[src/rtl/param_commit_ctrl_if.sv]
// rtl/param_commit_ctrl_if.sv - byte/packet/frame bundle between receiver, tb and param_commit_ctrl
interface param_commit_ctrl_if #(parameter int NBYTES = 60);
  logic                  byte_valid;
  logic [6:0]            byte_idx;
  logic [7:0]            byte_data;
  logic                  pkt_done;
  logic                  frame_start;
  logic                  vs_busy;
  logic [8*NBYTES-1:0]   params_out;
  logic                  commit_pulse;
  logic                  err_incomplete;
  logic                  overrun;
  logic [7:0]            commit_count;
  logic [2:0]            state_out;

  modport master (
    output byte_valid, byte_idx, byte_data, pkt_done, frame_start, vs_busy,
    input  params_out, commit_pulse, err_incomplete, overrun, commit_count, state_out
  );

  modport slave (
    input  byte_valid, byte_idx, byte_data, pkt_done, frame_start, vs_busy,
    output params_out, commit_pulse, err_incomplete, overrun, commit_count, state_out
  );
endinterface

[src/rtl/param_commit_ctrl.sv]
// rtl/param_commit_ctrl.sv - double-buffered scene parameter bank, committed on a frame boundary
module param_commit_ctrl #(
  parameter int NBYTES      = 60,
  parameter int TIMEOUT_CYC = 20000
) (
  input logic                 clk_40,
  input logic                 reset,
  param_commit_ctrl_if.slave  bus
);

  localparam int CW = $clog2(TIMEOUT_CYC + 1);

  typedef enum logic [1:0] {
    IDLE   = 2'd0,
    LOAD   = 2'd1,
    ARMED  = 2'd2,
    COMMIT = 2'd3
  } state_t;

  state_t              state;
  logic [8*NBYTES-1:0] shadow;
  logic [8*NBYTES-1:0] active;
  logic [NBYTES-1:0]   mask;
  logic [NBYTES-1:0]   idx_hit;
  logic [NBYTES-1:0]   mask_next;
  logic [CW-1:0]       idle_cnt;
  logic                idx_ok;
  logic                commit_pulse_q;
  logic                err_q;
  logic                overrun_q;
  logic [7:0]          commit_count_q;

  // One-hot decode of byte_idx; an all-zero result means the index is out of range.
  always_comb begin
    idx_hit = '0;
    for (int k = 0; k < NBYTES; k++) begin
      if (bus.byte_idx == 7'(k)) idx_hit[k] = 1'b1;
    end
  end

  assign idx_ok    = |idx_hit;
  // Byte arriving alongside pkt_done still counts toward completeness.
  assign mask_next = mask | (idx_hit & {NBYTES{bus.byte_valid}});

  always_ff @(posedge clk_40) begin
    if (reset) begin
      state          <= IDLE;
      shadow         <= '0;
      active         <= '0;
      mask           <= '0;
      idle_cnt       <= '0;
      commit_pulse_q <= 1'b0;
      err_q          <= 1'b0;
      overrun_q      <= 1'b0;
      commit_count_q <= 8'd0;
    end else begin
      commit_pulse_q <= 1'b0;
      err_q          <= 1'b0;
      overrun_q      <= 1'b0;
      case (state)
        IDLE: begin
          if (bus.byte_valid && bus.byte_idx == 7'd0) begin
            shadow[7:0] <= bus.byte_data;
            mask        <= {{(NBYTES-1){1'b0}}, 1'b1};
            idle_cnt    <= '0;
            state       <= LOAD;
          end
        end
        LOAD: begin
          if (bus.byte_valid && !idx_ok) begin
            err_q <= 1'b1;
            state <= IDLE;
          end else begin
            if (bus.byte_valid) begin
              for (int k = 0; k < NBYTES; k++) begin
                if (idx_hit[k]) shadow[8*k +: 8] <= bus.byte_data;
              end
              mask     <= mask_next;
              idle_cnt <= '0;
            end
            if (bus.pkt_done) begin
              if (&mask_next) begin
                state <= ARMED;
              end else begin
                err_q <= 1'b1;
                state <= IDLE;
              end
            end else if (!bus.byte_valid) begin
              if (idle_cnt == CW'(TIMEOUT_CYC - 1)) begin
                err_q <= 1'b1;
                state <= IDLE;
              end else begin
                idle_cnt <= idle_cnt + 1'b1;
              end
            end
          end
        end
        ARMED: begin
          if (bus.byte_valid) overrun_q <= 1'b1;
          if (bus.frame_start && !bus.vs_busy) state <= COMMIT;
        end
        COMMIT: begin
          if (bus.byte_valid) overrun_q <= 1'b1;
          active         <= shadow;
          commit_count_q <= commit_count_q + 8'd1;
          commit_pulse_q <= 1'b1;
          state          <= IDLE;
        end
        default: state <= IDLE;
      endcase
    end
  end

  assign bus.params_out     = active;
  assign bus.commit_pulse   = commit_pulse_q;
  assign bus.err_incomplete = err_q;
  assign bus.overrun        = overrun_q;
  assign bus.commit_count   = commit_count_q;
  assign bus.state_out      = {1'b0, state};

endmodule

[src/flat_wrapper.sv]
// flat-port wrapper written by rule: the top's interface ports become plain ports
module param_commit_ctrl_flat 
#(
  parameter int NBYTES      = 60,
  parameter int TIMEOUT_CYC = 20000
)
  (clk_40, reset, bus_byte_valid, bus_byte_idx, bus_byte_data, bus_pkt_done, bus_frame_start, bus_vs_busy, bus_params_out, bus_commit_pulse, bus_err_incomplete, bus_overrun, bus_commit_count, bus_state_out);
  param_commit_ctrl_if #(.NBYTES(NBYTES)) bus_i ();
  input logic clk_40;
  input logic reset;
  input wire logic [$bits(bus_i.byte_valid)-1:0] bus_byte_valid;
  input wire logic [$bits(bus_i.byte_idx)-1:0] bus_byte_idx;
  input wire logic [$bits(bus_i.byte_data)-1:0] bus_byte_data;
  input wire logic [$bits(bus_i.pkt_done)-1:0] bus_pkt_done;
  input wire logic [$bits(bus_i.frame_start)-1:0] bus_frame_start;
  input wire logic [$bits(bus_i.vs_busy)-1:0] bus_vs_busy;
  output wire logic [$bits(bus_i.params_out)-1:0] bus_params_out;
  output wire logic [$bits(bus_i.commit_pulse)-1:0] bus_commit_pulse;
  output wire logic [$bits(bus_i.err_incomplete)-1:0] bus_err_incomplete;
  output wire logic [$bits(bus_i.overrun)-1:0] bus_overrun;
  output wire logic [$bits(bus_i.commit_count)-1:0] bus_commit_count;
  output wire logic [$bits(bus_i.state_out)-1:0] bus_state_out;
  assign bus_i.byte_valid = bus_byte_valid;
  assign bus_i.byte_idx = bus_byte_idx;
  assign bus_i.byte_data = bus_byte_data;
  assign bus_i.pkt_done = bus_pkt_done;
  assign bus_i.frame_start = bus_frame_start;
  assign bus_i.vs_busy = bus_vs_busy;
  assign bus_params_out = bus_i.params_out;
  assign bus_commit_pulse = bus_i.commit_pulse;
  assign bus_err_incomplete = bus_i.err_incomplete;
  assign bus_overrun = bus_i.overrun;
  assign bus_commit_count = bus_i.commit_count;
  assign bus_state_out = bus_i.state_out;
  param_commit_ctrl #(.NBYTES(NBYTES), .TIMEOUT_CYC(TIMEOUT_CYC)) u_core (.clk_40(clk_40), .reset(reset), .bus(bus_i));
endmodule
[config.mk]
export PLATFORM = sky130hd
export DESIGN_NAME = param_commit_ctrl_flat
export DESIGN_NICKNAME = d
export VERILOG_FILES = /design/src/rtl/param_commit_ctrl_if.sv /design/src/rtl/param_commit_ctrl.sv /design/src/flat_wrapper.sv
export SDC_FILE = /design/constraint.sdc
export NUM_CORES = 2
export LEC_CHECK = 0
export CAP_MARGIN = 10
export CORE_ASPECT_RATIO = 1.2
export CORE_MARGIN = 1
export CORE_UTILIZATION = 30
export CTS_BUF_LIST = sky130_fd_sc_hd__clkbuf_4 sky130_fd_sc_hd__clkbuf_8 sky130_fd_sc_hd__clkbuf_16
export DETAILED_ROUTE_END_ITERATION = 6
export GPL_TIMING_DRIVEN = 1
export SETUP_SLACK_MARGIN = 0.5
export SYNTH_ARGS = -nofsm -noshare
export SYNTH_HDL_FRONTEND = slang
export SYNTH_SLANG_ARGS = --single-unit
[constraint.sdc]
create_clock -name clk_40 -period 6.9 [get_ports clk_40]
set_input_delay 1.38 -clock clk_40 [delete_from_list [all_inputs] [get_ports clk_40]]
set_output_delay 1.38 -clock clk_40 [all_outputs]
set_load 0.02 [all_outputs]
==> impl_metrics.py <==
metrics = {
    "outcome": {
        "outcome": "completed",
    },
    "worst_setup_path": {
        "critPathLaunchType": "primary input",
        "worst-setup-path-type": "primary input to register",
        "worstSetupStartpoint": "bus_byte_idx[2]",
        "r2r-start": "u_core.state[0]",
        "crit_fanout": 27,
        "r2r_end": "u_core.shadow[329]",
        "crit_end": "u_core.idle_cnt[11]",
        "worstSetupEndpointType": "register",
        "rr_worst_depth": 5,
        "arrival_ns": 5.30,
        "r2r_setup_slack_ns": 3.25,
        "crit_required_ns": 7.54,
    },
    "logic_synthesis": {
        "synth_top_cell_area_share_pct": 56.20,
        "synth_cells": 4723,
        "synth_top_flop_cell": "dfxtp_1",
        "ys_ff_latch": 1048,
        "ys_top_cells_by_area": "dfxtp_1, nand2_1, a21oi_1",
        "synth_edf_count": 0,
        "netlist_area_um2": 37330,
        "synthArstFlopShare_pct": 0,
        "ys_types": 60,
        "ys_seq_area_share_pct": 56.20,
        "syn_area_per_cell_um2": 7.904,
        "ys_warn_count": 0,
        "synth_top_area_cell": "dfxtp_1",
        "synth_nets": 4746,
    },
    "detailed_routing": {
        "drtIter0Drc": 2496,
        "wl_um": 132900,
        "vias": 32900,
        "wl_per_cell_um": 19.63,
        "ant_nets": 0,
        "firstDrtPassIters": 7,
        "avgViaCountPerCell": 4.862,
        "drc": 0,
    },
    "power_and_ir_drop": {
        "powerDensity_nw_per_um2": 263.3,
        "switching_share_pct": 22.08,
        "power_frac_comb_pct": 2.3,
        "pwr-share-seq_pct": 48.5,
        "p_clk_share_pct": 49.2,
        "intPower_w": 0.009722,
        "switching_power_w": 0.002755,
        "ir_drop_mv": 0.1607,
        "power.leakage_nw": 15.02,
    },
    "flow_run": {
        "maxCapViolations": 0,
    },
    "sta": {
        "finalSetupViolCount": 0,
        "finalHoldViolCount": 0,
        "final_max_slew_viol_count": 0,
        "rsz0062_at_grt": "false",
        "timing.final.crit_share_pct": 67.62,
        "whs_ns": 0.4461,
        "fmax_mhz": 214.3,
        "skew_ns": 0.02658,
        "tightest_slew_ns": 1.265,
        "relSlewSlack_pct": 15.70,
        "setup_slack_ns": 2.234,
        "fin_tns_setup_ns": 0,
        "fin_crit_ns": 4.666,
    },
    "clock_tree": {
        "post_cts_buffers": 0,
        "path_clk_slew_ns": 0.06,
        "tritoncts": "built",
        "htree_levels": 3,
        "cts.sinks": 1048,
        "post_cts_resize_count": 0,
        "clkLatencyLatePin_ns": 0.72,
        "clk_path_buf_depth": 3,
        "ctsHoldBuffers": 0,
        "clockRootBuffer": "clkbuf_16",
        "numCtsBuffers": 105,
    },
    "cells_and_area": {
        "final_nets": 5056,
        "syn_to_final_growth_pct": 26.94,
        "nFillCells": 12550,
        "drive_gt1_share_pct": 5.526,
    },
    "grt": {
        "grt_use_total_pct": 20.41,
        "grt_pass1_wl_um": 194500,
        "antenna_found_initial": 10,
        "grt_pass1_vias": 30550,
        "grt_remaining_overflow": 0,
        "grt_max_degree": 207,
    },
    "die": {
        "floorplan.initialDensity_pct": 30.27,
        "rows": 141,
        "io_pins": 515,
        "dieArea_um2": 125900,
        "die_y_um": 388.4,
        "core_area_um2": 123300,
        "die_x_um": 324.0,
    },
    "placement": {
        "dp_hpwl_um": 84330,
        "io_buffers": 513,
        "dp_slack_ns": 1.604,
        "globalplace.congestion": 0.8680,
    },
    "min_path": {
        "hp-class": "register to register",
        "min_from": "u_core.shadow[234]",
    },
}
==> power by group through the flow <==
stage               Sequential, W  Clock, W  Combinational, W
global placement          0.00618         0          0.000288
floorplan                 0.00618         0          0.000165
detailed placement        0.00618         0          0.000289
CTS                       0.00605   0.00628          0.000289
global route              0.00604   0.00651          0.000302
finish                    0.00605   0.00614          0.000287
==> layer usage <==
| layer | up-vias | routed length (um) | track usage [%] |
|---|---|---|---|
| li1 | 16090 | - | - |
| met1 | 15680 | 55500 | 25.18 |
| met2 | 906 | 65080 | 34.70 |
| met3 | 208 | 6786 | 3.230 |
| met4 | 16 | 5383 | 9.082 |
| met5 | - | 112 | 0 |
==> worst max-delay path, stage by stage <==
cell and delay, ns:
clkdlybuf4s50_1 0.94, nor4_4 0.93, nand3b_2 0.43, nor2_1 0.34, o21a_1 0.19, a31oi_1 0.04, buf_4 0.24, or4b_2 0.64
a21oi_1 0.16
==> cells in the final DEF, fill, tap and decap left out, types with 22 or more instances in the layout <==
cell type and n:
a21oi_1 999, dfxtp_1 1048, nor2_1 129, o21ai_0 26, clkdlybuf4s50_1 504, clkbuf_16 106
mux2i_1 49, clkbuf_8 22, buf_4 55, nand3_1 115, nand2_1 1802
==> cell type report <==
cell class | count | area [um2] | area share, %
multi-input cells | 3308 | 15010 | 31.67
clock buffers | 148 | 3105 | 6.553
flip-flops and latches | 1048 | 20980 | 44.27
diodes | 3 | 7.507 | 0.01584
clock inverters | 47 | 625.6 | 1.320
repair buffers | 566 | 5593 | 11.80
inverters | 4 | 15.01 | 0.03168
well taps | 1644 | 2057 | 4.340
==> cells in the mapped netlist, types with 2 or more instances <==
cell       number
a31oi_1         4
o2111ai_1       2
nor4bb_1        2
buf_1          39
or3_1           7
a22o_1         21
nor4_1         10
o221ai_1        2
nand2_1      1803
ha_1            2
xor2_1          5
and2_1          6
nand2b_1        7
nor2_1        133
buf_4           4
a21oi_1       999
buf_6           4
nor3_1         16
nor4b_4         3
a32o_1         13
clkbuf_1      303
buf_2          13
nor4b_1         3
xnor2_1         3
or4_1           6
dfxtp_1      1048
nand4b_1        3
nand4_1         8
inv_1           4
a21o_1          3
o31ai_1         5
and3_1         18
o21ai_0        26
nand3_1       115
and4bb_2        2
nand3b_1        3
mux2i_1        49
nor2b_1         7
==> cell families after synthesis <==
logic type / share of synthesized area, %
AO/OA/AOI/OAI: 15.08
buffers and inverters: 3.854
flip-flops: 56.20
XOR/XNOR: 0.1877
other: 0.01004
multiplexers: 1.344
adder cells (fa/ha/maj): 0.09383
AND/OR/NAND/NOR: 23.23
==> registers in the layout (all words and copies together), names as in the netlist, 8 cells and up, named ones only <==
register	count
u_core.bus.commit_count	8
u_core.bus.params_out	480
u_core.idle_cnt	15
u_core.mask	60
u_core.shadow	480
==> metrics by stage <==
step           cell area (um2)  util, %  power, W  instances
4_1_cts                  47380    38.42   0.01262       6765
5_1_grt                  47390    38.43   0.01286       6767
3_5_place_dp             43650    35.40  0.006474       6570
6_report                 47390    38.43   0.01248       6768
3_3_place_gp             43650    35.40  0.006473       6570
2_1_floorplan            37330        -  0.006350       4723
==> worst min-delay path by stage <==
stage | endpoint | cells past startpoint
6_report | u_core.bus.params_out[234] | 2
5_1_grt | u_core.bus.params_out[232] | 2
4_1_cts | u_core.bus.params_out[232] | 2
3_5_place_dp | u_core.bus.params_out[234] | 2
3_3_place_gp | u_core.bus.params_out[234] | 2
2_1_floorplan | u_core.mask[45] | 2
No activity file was read; power rests on OpenSTA's default activity.
